--- src/rtl/seg_reader_if.sv ---
// seg_reader_if: bundles the multiplexed 7-segment bus, the frame handshake
// and the frame outputs of seg_reader. The slave side is the reader itself.
// The master side is the display/consumer environment that drives it.
interface seg_reader_if #(
  parameter int DIGITS = 4
);
  logic [7:0]          SEG;      // active-low segments, bit7 = DP, bits6:0 = g..a
  logic [DIGITS-1:0]   DIG_SEL;  // active-low digit enables
  logic                READY;    // consumer accepts frame
  logic [4*DIGITS-1:0] BCD;      // decoded frame, digit i in BCD[4i+3:4i]
  logic [DIGITS-1:0]   DP;       // decimal point per digit, 1 = lit
  logic [DIGITS-1:0]   ERR;      // 1 = digit pattern is not a 0-9 glyph
  logic                VALID;    // frame available
  logic                OVERRUN;  // sticky: a completed frame was dropped

  modport master (
    output SEG, DIG_SEL, READY,
    input  BCD, DP, ERR, VALID, OVERRUN
  );

  modport slave (
    input  SEG, DIG_SEL, READY,
    output BCD, DP, ERR, VALID, OVERRUN
  );
endinterface

--- src/rtl/seg_reader.sv ---
// seg_reader: watches a multiplexed, active-low 7-segment display bus, decodes
// every scanned digit back to BCD once it has been stable long enough, and
// hands out one complete frame per full scan over a VALID/READY handshake.
//
// Optional build macro SEG_READER_SYNC_EN: inserts a two-flop synchronizer
// (reset to all-ones, i.e. inactive) on SEG and DIG_SEL for displays that are
// not clocked by CLK. This adds two cycles to capture and VALID latency.
module seg_reader #(
  parameter int DIGITS        = 4,
  parameter int STABLE_CYCLES = 4   // identical samples needed to capture, >= 2
) (
  input logic        CLK,
  input logic        RST,
  seg_reader_if.slave bus
);

  localparam int CNT_W  = $clog2(STABLE_CYCLES + 1);
  localparam int SAMP_W = 8 + DIGITS;
  localparam logic [CNT_W-1:0] CNT_FULL = CNT_W'(STABLE_CYCLES);
  localparam logic [CNT_W-1:0] CNT_ONE  = CNT_W'(1);

  typedef enum logic {
    SCAN,   // collecting digits, no frame on offer
    HOLD    // frame on offer, outputs frozen until accepted
  } state_e;

  // Raw glyph (active-low g..a) to {err, nibble}; anything else is an error.
  function automatic logic [4:0] decode(input logic [6:0] pat);
    logic [4:0] res;
    case (pat)
      7'h40:   res = 5'h00;
      7'h79:   res = 5'h01;
      7'h24:   res = 5'h02;
      7'h30:   res = 5'h03;
      7'h19:   res = 5'h04;
      7'h12:   res = 5'h05;
      7'h02:   res = 5'h06;
      7'h78:   res = 5'h07;
      7'h00:   res = 5'h08;
      7'h10:   res = 5'h09;
      default: res = {1'b1, 4'hF};
    endcase
    return res;
  endfunction

  // Bus samples as seen by the stability logic (direct or synchronized).
  logic [7:0]          seg_smp;
  logic [DIGITS-1:0]   sel_smp;

  // Stability tracking.
  logic [SAMP_W-1:0]   prev_q, prev_d;
  logic [CNT_W-1:0]    cnt_q, cnt_d;
  logic                sel_ok;
  logic                capture;
  logic [DIGITS-1:0]   cap_mask;
  logic [4:0]          dec;

  // Per-digit capture slots and their "captured this frame" flags.
  logic [4*DIGITS-1:0] slot_bcd_q, slot_bcd_d;
  logic [DIGITS-1:0]   slot_dp_q, slot_dp_d;
  logic [DIGITS-1:0]   slot_err_q, slot_err_d;
  logic [DIGITS-1:0]   flags_q, flags_d;
  logic                frame_done;

  // Frame handshake and presented outputs.
  state_e              state_q, state_d;
  logic [4*DIGITS-1:0] bcd_q, bcd_d;
  logic [DIGITS-1:0]   dp_q, dp_d;
  logic [DIGITS-1:0]   err_q, err_d;
  logic                overrun_q, overrun_d;
  logic                load;

  // Stability counter: restart on any change, drop to zero when no single
  // digit is selected, and fire a capture exactly once per stable hold.
  always_comb begin
    // NOTE: every variable gets a default first so no path can leave one
    // unassigned, which would otherwise infer a latch.
    prev_d   = {seg_smp, sel_smp};
    cnt_d    = '0;
    capture  = 1'b0;
    cap_mask = '0;
    sel_ok   = ($countones(~sel_smp) == 1);

    if (!sel_ok) begin
      cnt_d = '0;
    end else if (prev_d != prev_q) begin
      cnt_d = CNT_ONE;
    end else if (cnt_q == CNT_FULL) begin
      cnt_d = cnt_q;
    end else begin
      cnt_d = cnt_q + CNT_ONE;
    end

    // Only the transition into the saturated value captures; longer holds
    // keep the counter parked at CNT_FULL and stay silent.
    capture  = sel_ok && (cnt_d == CNT_FULL) && (cnt_q != CNT_FULL);
    cap_mask = capture ? ~sel_smp : '0;
  end

  assign dec = decode(seg_smp[6:0]);

  // Write the decoded digit into the active slot; a repeat capture of the
  // same slot within a frame simply overwrites it.
  always_comb begin
    slot_bcd_d = slot_bcd_q;
    slot_dp_d  = slot_dp_q;
    slot_err_d = slot_err_q;
    for (int i = 0; i < DIGITS; i++) begin
      if (cap_mask[i]) begin
        slot_bcd_d[4*i +: 4] = dec[3:0];
        slot_dp_d[i]         = ~seg_smp[7];
        slot_err_d[i]        = dec[4];
      end
    end
  end

  // A frame is complete once every flag is set; the flags clear on the next
  // clock while any capture arriving on that same clock starts the next frame.
  always_comb begin
    frame_done = &flags_q;
    flags_d    = (frame_done ? '0 : flags_q) | cap_mask;
  end

  // Frame handshake: offer a complete frame, keep it frozen until accepted,
  // swap in a new frame on a same-cycle handshake, otherwise drop and flag.
  always_comb begin
    state_d   = state_q;
    load      = 1'b0;
    overrun_d = overrun_q;
    case (state_q)
      SCAN: begin
        if (frame_done) begin
          load    = 1'b1;
          state_d = HOLD;
        end
      end
      HOLD: begin
        if (frame_done) begin
          if (bus.READY) begin
            load = 1'b1;
          end else begin
            overrun_d = 1'b1;
          end
        end else if (bus.READY) begin
          state_d = SCAN;
        end
      end
      default: state_d = SCAN;
    endcase

    bcd_d = load ? slot_bcd_q : bcd_q;
    dp_d  = load ? slot_dp_q  : dp_q;
    err_d = load ? slot_err_q : err_q;
  end

  // Capture-path registers: previous sample, counter, slots and flags.
  always_ff @(posedge CLK or posedge RST) begin
    if (RST) begin
      prev_q     <= '0;
      cnt_q      <= '0;
      // NOTE: the slot storage is cleared on reset as well, so a reset
      // mid-frame can never leak a stale digit into a later frame.
      slot_bcd_q <= '0;
      slot_dp_q  <= '0;
      slot_err_q <= '0;
      flags_q    <= '0;
    end else begin
      // NOTE: state is updated with non-blocking assignments so every
      // register samples the pre-edge values regardless of statement order.
      prev_q     <= prev_d;
      cnt_q      <= cnt_d;
      slot_bcd_q <= slot_bcd_d;
      slot_dp_q  <= slot_dp_d;
      slot_err_q <= slot_err_d;
      flags_q    <= flags_d;
    end
  end

  // Handshake state and the frame presented to the consumer.
  always_ff @(posedge CLK or posedge RST) begin
    if (RST) begin
      state_q   <= SCAN;
      bcd_q     <= '0;
      dp_q      <= '0;
      err_q     <= '0;
      overrun_q <= 1'b0;
    end else begin
      state_q   <= state_d;
      bcd_q     <= bcd_d;
      dp_q      <= dp_d;
      err_q     <= err_d;
      overrun_q <= overrun_d;
    end
  end

`ifdef SEG_READER_SYNC_EN
  logic [7:0]        seg_meta_q, seg_sync_q;
  logic [DIGITS-1:0] sel_meta_q, sel_sync_q;

  // Two-flop synchronizer; all-ones reset reads as "display blanked".
  always_ff @(posedge CLK or posedge RST) begin
    if (RST) begin
      seg_meta_q <= '1;
      seg_sync_q <= '1;
      sel_meta_q <= '1;
      sel_sync_q <= '1;
    end else begin
      seg_meta_q <= bus.SEG;
      seg_sync_q <= seg_meta_q;
      sel_meta_q <= bus.DIG_SEL;
      sel_sync_q <= sel_meta_q;
    end
  end

  assign seg_smp = seg_sync_q;
  assign sel_smp = sel_sync_q;
`else
  assign seg_smp = bus.SEG;
  assign sel_smp = bus.DIG_SEL;
`endif

  assign bus.BCD     = bcd_q;
  assign bus.DP      = dp_q;
  assign bus.ERR     = err_q;
  assign bus.VALID   = (state_q == HOLD);
  assign bus.OVERRUN = overrun_q;

  // A frame on offer must stay frozen while the consumer stalls.
  a_hold_stable: assert property (@(posedge CLK) disable iff (RST)
    (bus.VALID && !bus.READY) |=> ($stable(bus.BCD) && $stable(bus.DP) && $stable(bus.ERR)));

  // At most one slot can be written per clock.
  a_one_capture: assert property (@(posedge CLK) disable iff (RST)
    $onehot0(cap_mask));

endmodule

--- src/flat_wrapper.sv ---
// flat-port wrapper written by rule: the top's interface ports become plain ports
module seg_reader_flat 
#(
  parameter int DIGITS        = 4,
  parameter int STABLE_CYCLES = 4                                               
)
  (CLK, RST, bus_SEG, bus_DIG_SEL, bus_READY, bus_BCD, bus_DP, bus_ERR, bus_VALID, bus_OVERRUN);
  seg_reader_if #(.DIGITS(DIGITS)) bus_i ();
  input logic CLK;
  input logic RST;
  input wire logic [$bits(bus_i.SEG)-1:0] bus_SEG;
  input wire logic [$bits(bus_i.DIG_SEL)-1:0] bus_DIG_SEL;
  input wire logic [$bits(bus_i.READY)-1:0] bus_READY;
  output wire logic [$bits(bus_i.BCD)-1:0] bus_BCD;
  output wire logic [$bits(bus_i.DP)-1:0] bus_DP;
  output wire logic [$bits(bus_i.ERR)-1:0] bus_ERR;
  output wire logic [$bits(bus_i.VALID)-1:0] bus_VALID;
  output wire logic [$bits(bus_i.OVERRUN)-1:0] bus_OVERRUN;
  assign bus_i.SEG = bus_SEG;
  assign bus_i.DIG_SEL = bus_DIG_SEL;
  assign bus_i.READY = bus_READY;
  assign bus_BCD = bus_i.BCD;
  assign bus_DP = bus_i.DP;
  assign bus_ERR = bus_i.ERR;
  assign bus_VALID = bus_i.VALID;
  assign bus_OVERRUN = bus_i.OVERRUN;
  seg_reader #(.DIGITS(DIGITS), .STABLE_CYCLES(STABLE_CYCLES)) u_core (.CLK(CLK), .RST(RST), .bus(bus_i));
endmodule
--- config.mk ---
export PLATFORM = sky130hd
export DESIGN_NAME = seg_reader_flat
export DESIGN_NICKNAME = d
export VERILOG_FILES = /design/src/rtl/seg_reader_if.sv /design/src/rtl/seg_reader.sv /design/src/flat_wrapper.sv
export SDC_FILE = /design/constraint.sdc
export NUM_CORES = 1
export LEC_CHECK = 0
export CAP_MARGIN = 20
export CORE_MARGIN = 1.5
export CORE_UTILIZATION = 25
export CTS_CLUSTER_DIAMETER = 40
export DETAILED_ROUTE_END_ITERATION = 8
export GPL_TIMING_DRIVEN = 0
export HOLD_SLACK_MARGIN = 0.12
export PLACE_DENSITY = 0.43
export SYNTH_ARGS = -nofsm -noshare
export SYNTH_HDL_FRONTEND = slang
export SYNTH_SLANG_ARGS = --single-unit
--- constraint.sdc ---
create_clock -name CLK -period 5.5 [get_ports CLK]
set_input_delay 1.1 -clock CLK [delete_from_list [all_inputs] [get_ports CLK]]
set_output_delay 1.1 -clock CLK [all_outputs]
set_load 0.03 [all_outputs]
# ---- Word level (Yosys, flattened, before mapping)
# Cells that the tools add are included.
dict set report classes {
  eq_ne 14
  n_addsub 4
  n_bitwise 5
  reduce_logical 5
  n_mux 13
}
# operator count
set ops {}
lappend ops {{$pmux 5 s10} 1}
lappend ops {{$add 32x32->32} 1}
lappend ops {{$eq 32x2->1 const B} 1}
lappend ops {{$eq 7x5->1 const B} 3}
lappend ops {{$eq 7x7->1 const B} 3}
lappend ops {{$eq 7x6->1 const B} 2}
lappend ops {{$ne 12x12->1} 1}
lappend ops {{$mux 3} 3}
lappend ops {{$mux 4} 2}
lappend ops {{$eq 7x2->1 const B} 1}
lappend ops {{$logic_not 7->1} 1}
lappend ops {{$eq 3x3->1 const B} 2}
lappend ops {{$reduce_and 6->1} 1}
lappend ops {{$mux 1} 5}
lappend ops {{$add 1x1->2} 2}
lappend ops {{$not 4->4} 1}
lappend ops {{$or 4x4->4} 1}
lappend ops {{$pmux 1 s2} 2}
lappend ops {{$reduce_and 4->1} 1}
lappend ops {{$add 3x1->3 const B} 1}
lappend ops {{$ne 3x3->1 const B} 1}
lappend ops {{$not 1->1} 3}
lappend ops {{$logic_and 1x1->1} 2}
dict set report totals {
  out_inout_bits 26
  elab_cells 61
  register_bits 69
  in_bits 15
}

# ---- Longest topological paths before layout
dict set report depth {
  ltp_word 10
  depth_mapped 8
  depth_no_buf 8
}

# ---- Worst setup path after synthesis
# No wires, ideal clock.
dict set report synth_path {
  kind {input to register}
  from {input port bus_DIG_SEL[2]}
  to {register u_core.slot_bcd_q[0]}
  n_path_buf 0
  path_slack_ps 2118
  t_arrival_ps 3257
  setup_time_ps 125
  required_time_ps 5375
  stages 8
  path_cell_list {inv_1 -> ha_1 -> ha_1 -> fa_1 -> nor3b_2 -> nand4_4 -> nor3_4 -> mux2_2}
}
dict set report synth_between {
  elab_chain_len 9
  word_cells_on_any_way 11
  cone_classes {add/sub (2); eq/ne (3); mux (3); bitwise (1); reduce/logical (2)}
}
# element line
set synth_rtl {}
lappend synth_rtl {{from (decl)} flat_wrapper.sv:12} ;# input wire logic [$bits(bus_i.DIG_SEL)-1:0] bus_DIG_SEL;
lappend synth_rtl {{$not 4->4} seg_reader.sv:82} ;# sel_ok = ($countones(~sel_smp) == 1);
lappend synth_rtl {{$add 1x1->2 (not written as such)} seg_reader.sv:82}
lappend synth_rtl {{$add 32x32->32 (not written as such)} seg_reader.sv:82}
lappend synth_rtl {{$eq 32x2->1} seg_reader.sv:82}
lappend synth_rtl {{$mux 3} seg_reader.sv:84} ;# if (!sel_ok) begin
lappend synth_rtl {{$eq 3x3->1} seg_reader.sv:96} ;# capture = sel_ok && (cnt_d == CNT_FULL) && (cnt_q != CNT_FULL);
lappend synth_rtl {{$logic_and 1x1->1 (*) (2 in series)} seg_reader.sv:96}
lappend synth_rtl {{$mux 4 (*)} seg_reader.sv:97} ;# cap_mask = capture ? ~sel_smp : '0;
lappend synth_rtl {{to (signal assigned)} seg_reader.sv:172} ;# slot_bcd_q <= slot_bcd_d;
lappend synth_rtl {{to (decl)} seg_reader.sv:59} ;# logic [4*DIGITS-1:0] slot_bcd_q, slot_bcd_d;
# Every way passes the cells marked *; elsewhere a longest branch is shown, timed or not.
# A chain may end at the register's enable or synchronous reset.

# ---- Worst setup path after layout
dict set report layout_path {
  from {input port bus_DIG_SEL[3]}
  to {register u_core.slot_err_q[0]}
}
dict set report layout_between {
  elab_chain_len 9
  word_cells_on_any_way 11
  cone_classes {add/sub (2); eq/ne (3); mux (3); bitwise (1); reduce/logical (2)}
}
# element line
set layout_rtl {}
lappend layout_rtl {{$not 4->4} seg_reader.sv:82}
lappend layout_rtl {{$add 1x1->2 (not written as such)} seg_reader.sv:82}
lappend layout_rtl {{$add 32x32->32 (not written as such)} seg_reader.sv:82}
lappend layout_rtl {{$eq 32x2->1} seg_reader.sv:82}
lappend layout_rtl {{$mux 3} seg_reader.sv:84}
lappend layout_rtl {{$eq 3x3->1} seg_reader.sv:96}
lappend layout_rtl {{$logic_and 1x1->1 (*) (2 in series)} seg_reader.sv:96}
lappend layout_rtl {{$mux 4 (*)} seg_reader.sv:97}
lappend layout_rtl {{to (signal assigned)} seg_reader.sv:174} ;# slot_err_q <= slot_err_d;
lappend layout_rtl {{to (decl)} seg_reader.sv:61} ;# logic [DIGITS-1:0] slot_err_q, slot_err_d;
# Marks and branches as above.

==> results.tsv <==
metric	value	unit
outcome	complete, no violations	
cts_hold_buffers	0	
diodes	0	
grt_usage	11.0	%
slew_violations	0	
drc	0	
clk_latency	330	ps
endpoint_kind	register	
setup-tns-final	0	ps
drtAntennaViolNets	0	
htree_levels	3	
rows	39	
grt_max_degree	50	
cts_buffer_depth	2	
worstSetupPathType	input port to register	
ctsResizeCount	0	
die_w	113	µm
initial_core_util	26.0	%
start_kind	input port	
synthFlopType	dfrtp_1	
dp_hpwl	4.13	mm
dieArea	12700	µm²
p_seq_share	42.6	%
rsz0062_at_grt	false	
gr-total-overflow	0	
synth_fp_nets	234	
power.total	1.21	mW
synth_edf_count	0	
max_freq	243	MHz
vias_per_cell	4.38	
coreArea	11600	µm²
fin_worst_skew	7.69	ps
min_period	4110	ps
path_clk_slew	60	ps
synth_top_area_share	57.4	%
powerDensity	308	nW/µm²
cts_buffers	9	
async_flop_share	100	%
placed_area	3620	µm²
combinationalPowerShare	5.9	%
worstPathArrival	4330	ps
die_h	113	µm
setup_ws	1390	ps
yosys.area.top_type	dfrtp_1	
p_leak	1.85	nW
drive_gt1_share	27.0	%
yosys_warnings	0	
grt_pass1_wl	10.6	mm
grt_antenna_before_repair	0	
worst_ir_drop_vdd	0.162	mV
path_max_fanout	7	
cts_root_buf	clkbuf_16	
cts_tree	yes	
setup_viol	0	
dpl_worst_slack	1020	ps
drt_wl_total	6.15	mm
via_count	1807	
clkPwrFrac	51.5	%
seq_area_frac_synth	57.4	%
synth.ff_latch_count	69	
hold_viol	0	
tightestPinTransition	621	ps
gp_congestion	0.764	
wire_per_inst	14.9	µm
nets	286	
syn_area	3010	µm²
grt_pass1_vias	1946	
syn_inst	213	
cts_setup_buffers	0	
area_growth	31.0	%
internal_power	942	µW
p_sw	272	µW
io_pins	41	
ys_types	43	
cts_sinks	69	
ys_top_cells_by_area	dfrtp_1, mux2_2, xor2_1, mux2i_1, nor3_4	
design_area	3940	µm²
slew_headroom	58.6	%
io_buffers	40	
drv_cap	0	
fin_crit_sh	74.8	%
syn_avg_cell_area	14.1	µm²
drtIter0Drc	41	
min_path_type	register to register	
dr.pass1.iters	4	
worstPathRequired	5710	ps
swShare	22.4	%
[metrics by stage]
stage                     hold slack [ps]  utilization, %  instances
final                                 475            34.1        413
after global routing                  488            34.1        413
after CTS                             480            34.1        413
after detailed placement              463            31.3        397
after global placement                461            31.0        396
after floorplan                       449               -        213
[flip-flops by register name (all words and copies together), names as in the netlist]
register	count
u_core.flags_q	4
u_core.bus.DP	4
u_core.prev_q	12
u_core.slot_dp_q	4
u_core.bus.BCD	16
u_core.cnt_q	3
u_core.bus.OVERRUN	1
u_core.slot_bcd_q	16
u_core.bus.VALID	1
u_core.slot_err_q	4
u_core.bus.ERR	4
[power by group through the flow]
stage	combinational, mW	clock (mW)	sequential, mW
2_1_floorplan	0.0437	0	0.526
3_3_place_gp	0.0697	0	0.526
3_5_place_dp	0.0738	0	0.527
4_1_cts	0.0743	0.641	0.517
5_1_grt	0.0821	0.661	0.517
6_report	0.0718	0.624	0.517
[cells in the mapped netlist (all sizes together) (2+ instances only)]
cell / instances
nor3b: 2
dfrtp: 69
nand4: 2
nor2: 6
mux2: 40
buf: 2
inv: 14
mux2i: 9
nor4: 4
nand3: 2
and3: 2
xor2: 12
ha: 5
a21o: 5
o21ai: 4
xnor2: 2
nand2: 4
a21boi: 2
clkbuf: 6
nor3: 6
[critical path: stages]
cell and delay (ps):
clkdlybuf4s50_1 630, inv_1 80, ha_1 280, ha_1 210, fa_1 460, nor3b_2 340, nand4_4 250, nor3_4 580
mux2_2 400
[routing by layer]
metal | vias up | track usage, % | wire (µm)
li1 | 848 | - | -
met2 | 34 | 15.9 | 2690
met3 | 12 | 3.27 | 208
met1 | 913 | 15.3 | 3120
met5 | - | 0 | 0
met4 | 0 | 4.73 | 127
[logic make-up (layout without fill, tap and decap cells)]
family / Yosys count / after routing / share of synthesized area (%)
DFF: 69 / 69 / 57.4
xor gates and xnor gates: 14 / 14 / 4.33
adders and majority gates: 6 / 6 / 2.75
AOI/OAI and AO/OA: 16 / 16 / 3.70
and+or+nand+nor: 36 / 36 / 10.7
buffers and inverters: 23 / 80 / 3.16
muxes: 49 / 49 / 18.0
[area by class of cell]
| class | instances | area [µm²] |
|---|---|---|
| buffer | 8 | 38.8 |
| clock buffer | 9 | 225 |
| clock inverter | 7 | 98.8 |
| fill | 1154 | 7620 |
| inverter | 15 | 58.8 |
| multi-input combinational | 121 | 1190 |
| sequential | 69 | 1730 |
| tap | 143 | 179 |
| timing repair buffer | 41 | 428 |
[final timing paths]
check                                        start              endpoint  slack [ps]  depth (start not counted)
worst max-delay path                bus_DIG_SEL[3]  u_core.slot_err_q[0]        1390                          9
worst min-delay path            u_core.bus.OVERRUN    u_core.bus.OVERRUN         470                          1
worst max register to register     u_core.cnt_q[0]  u_core.slot_err_q[0]        3050                          8
worst min register to register  u_core.bus.OVERRUN    u_core.bus.OVERRUN         470                          1
max in group asynchronous                      RST     u_core.prev_q[10]        3870                          3
min in group asynchronous                      RST    u_core.bus.OVERRUN        1090                          2
[layout by cell type (no fill, tap or decap), types with 2 or more instances in the layout]
master	Yosys	routed
clkbuf_1	6	6
clkinv_4	0	2
dfrtp_1	69	69
xnor2_1	2	2
ha_1	5	5
mux2i_1	9	9
inv_1	14	13
nand2_1	4	4
a21boi_0	2	2
nor2_1	6	6
clkdlybuf4s50_1	0	40
clkbuf_16	0	9
nor3_4	4	4
a21o_1	5	5
bufinv_16	0	2
o21ai_0	2	2
nand3_1	2	2
nor3_1	2	2
nor4_4	3	3
xor2_1	11	11
o21ai_1	2	2
mux2_2	40	40
(Power assumes the default switching activity.)
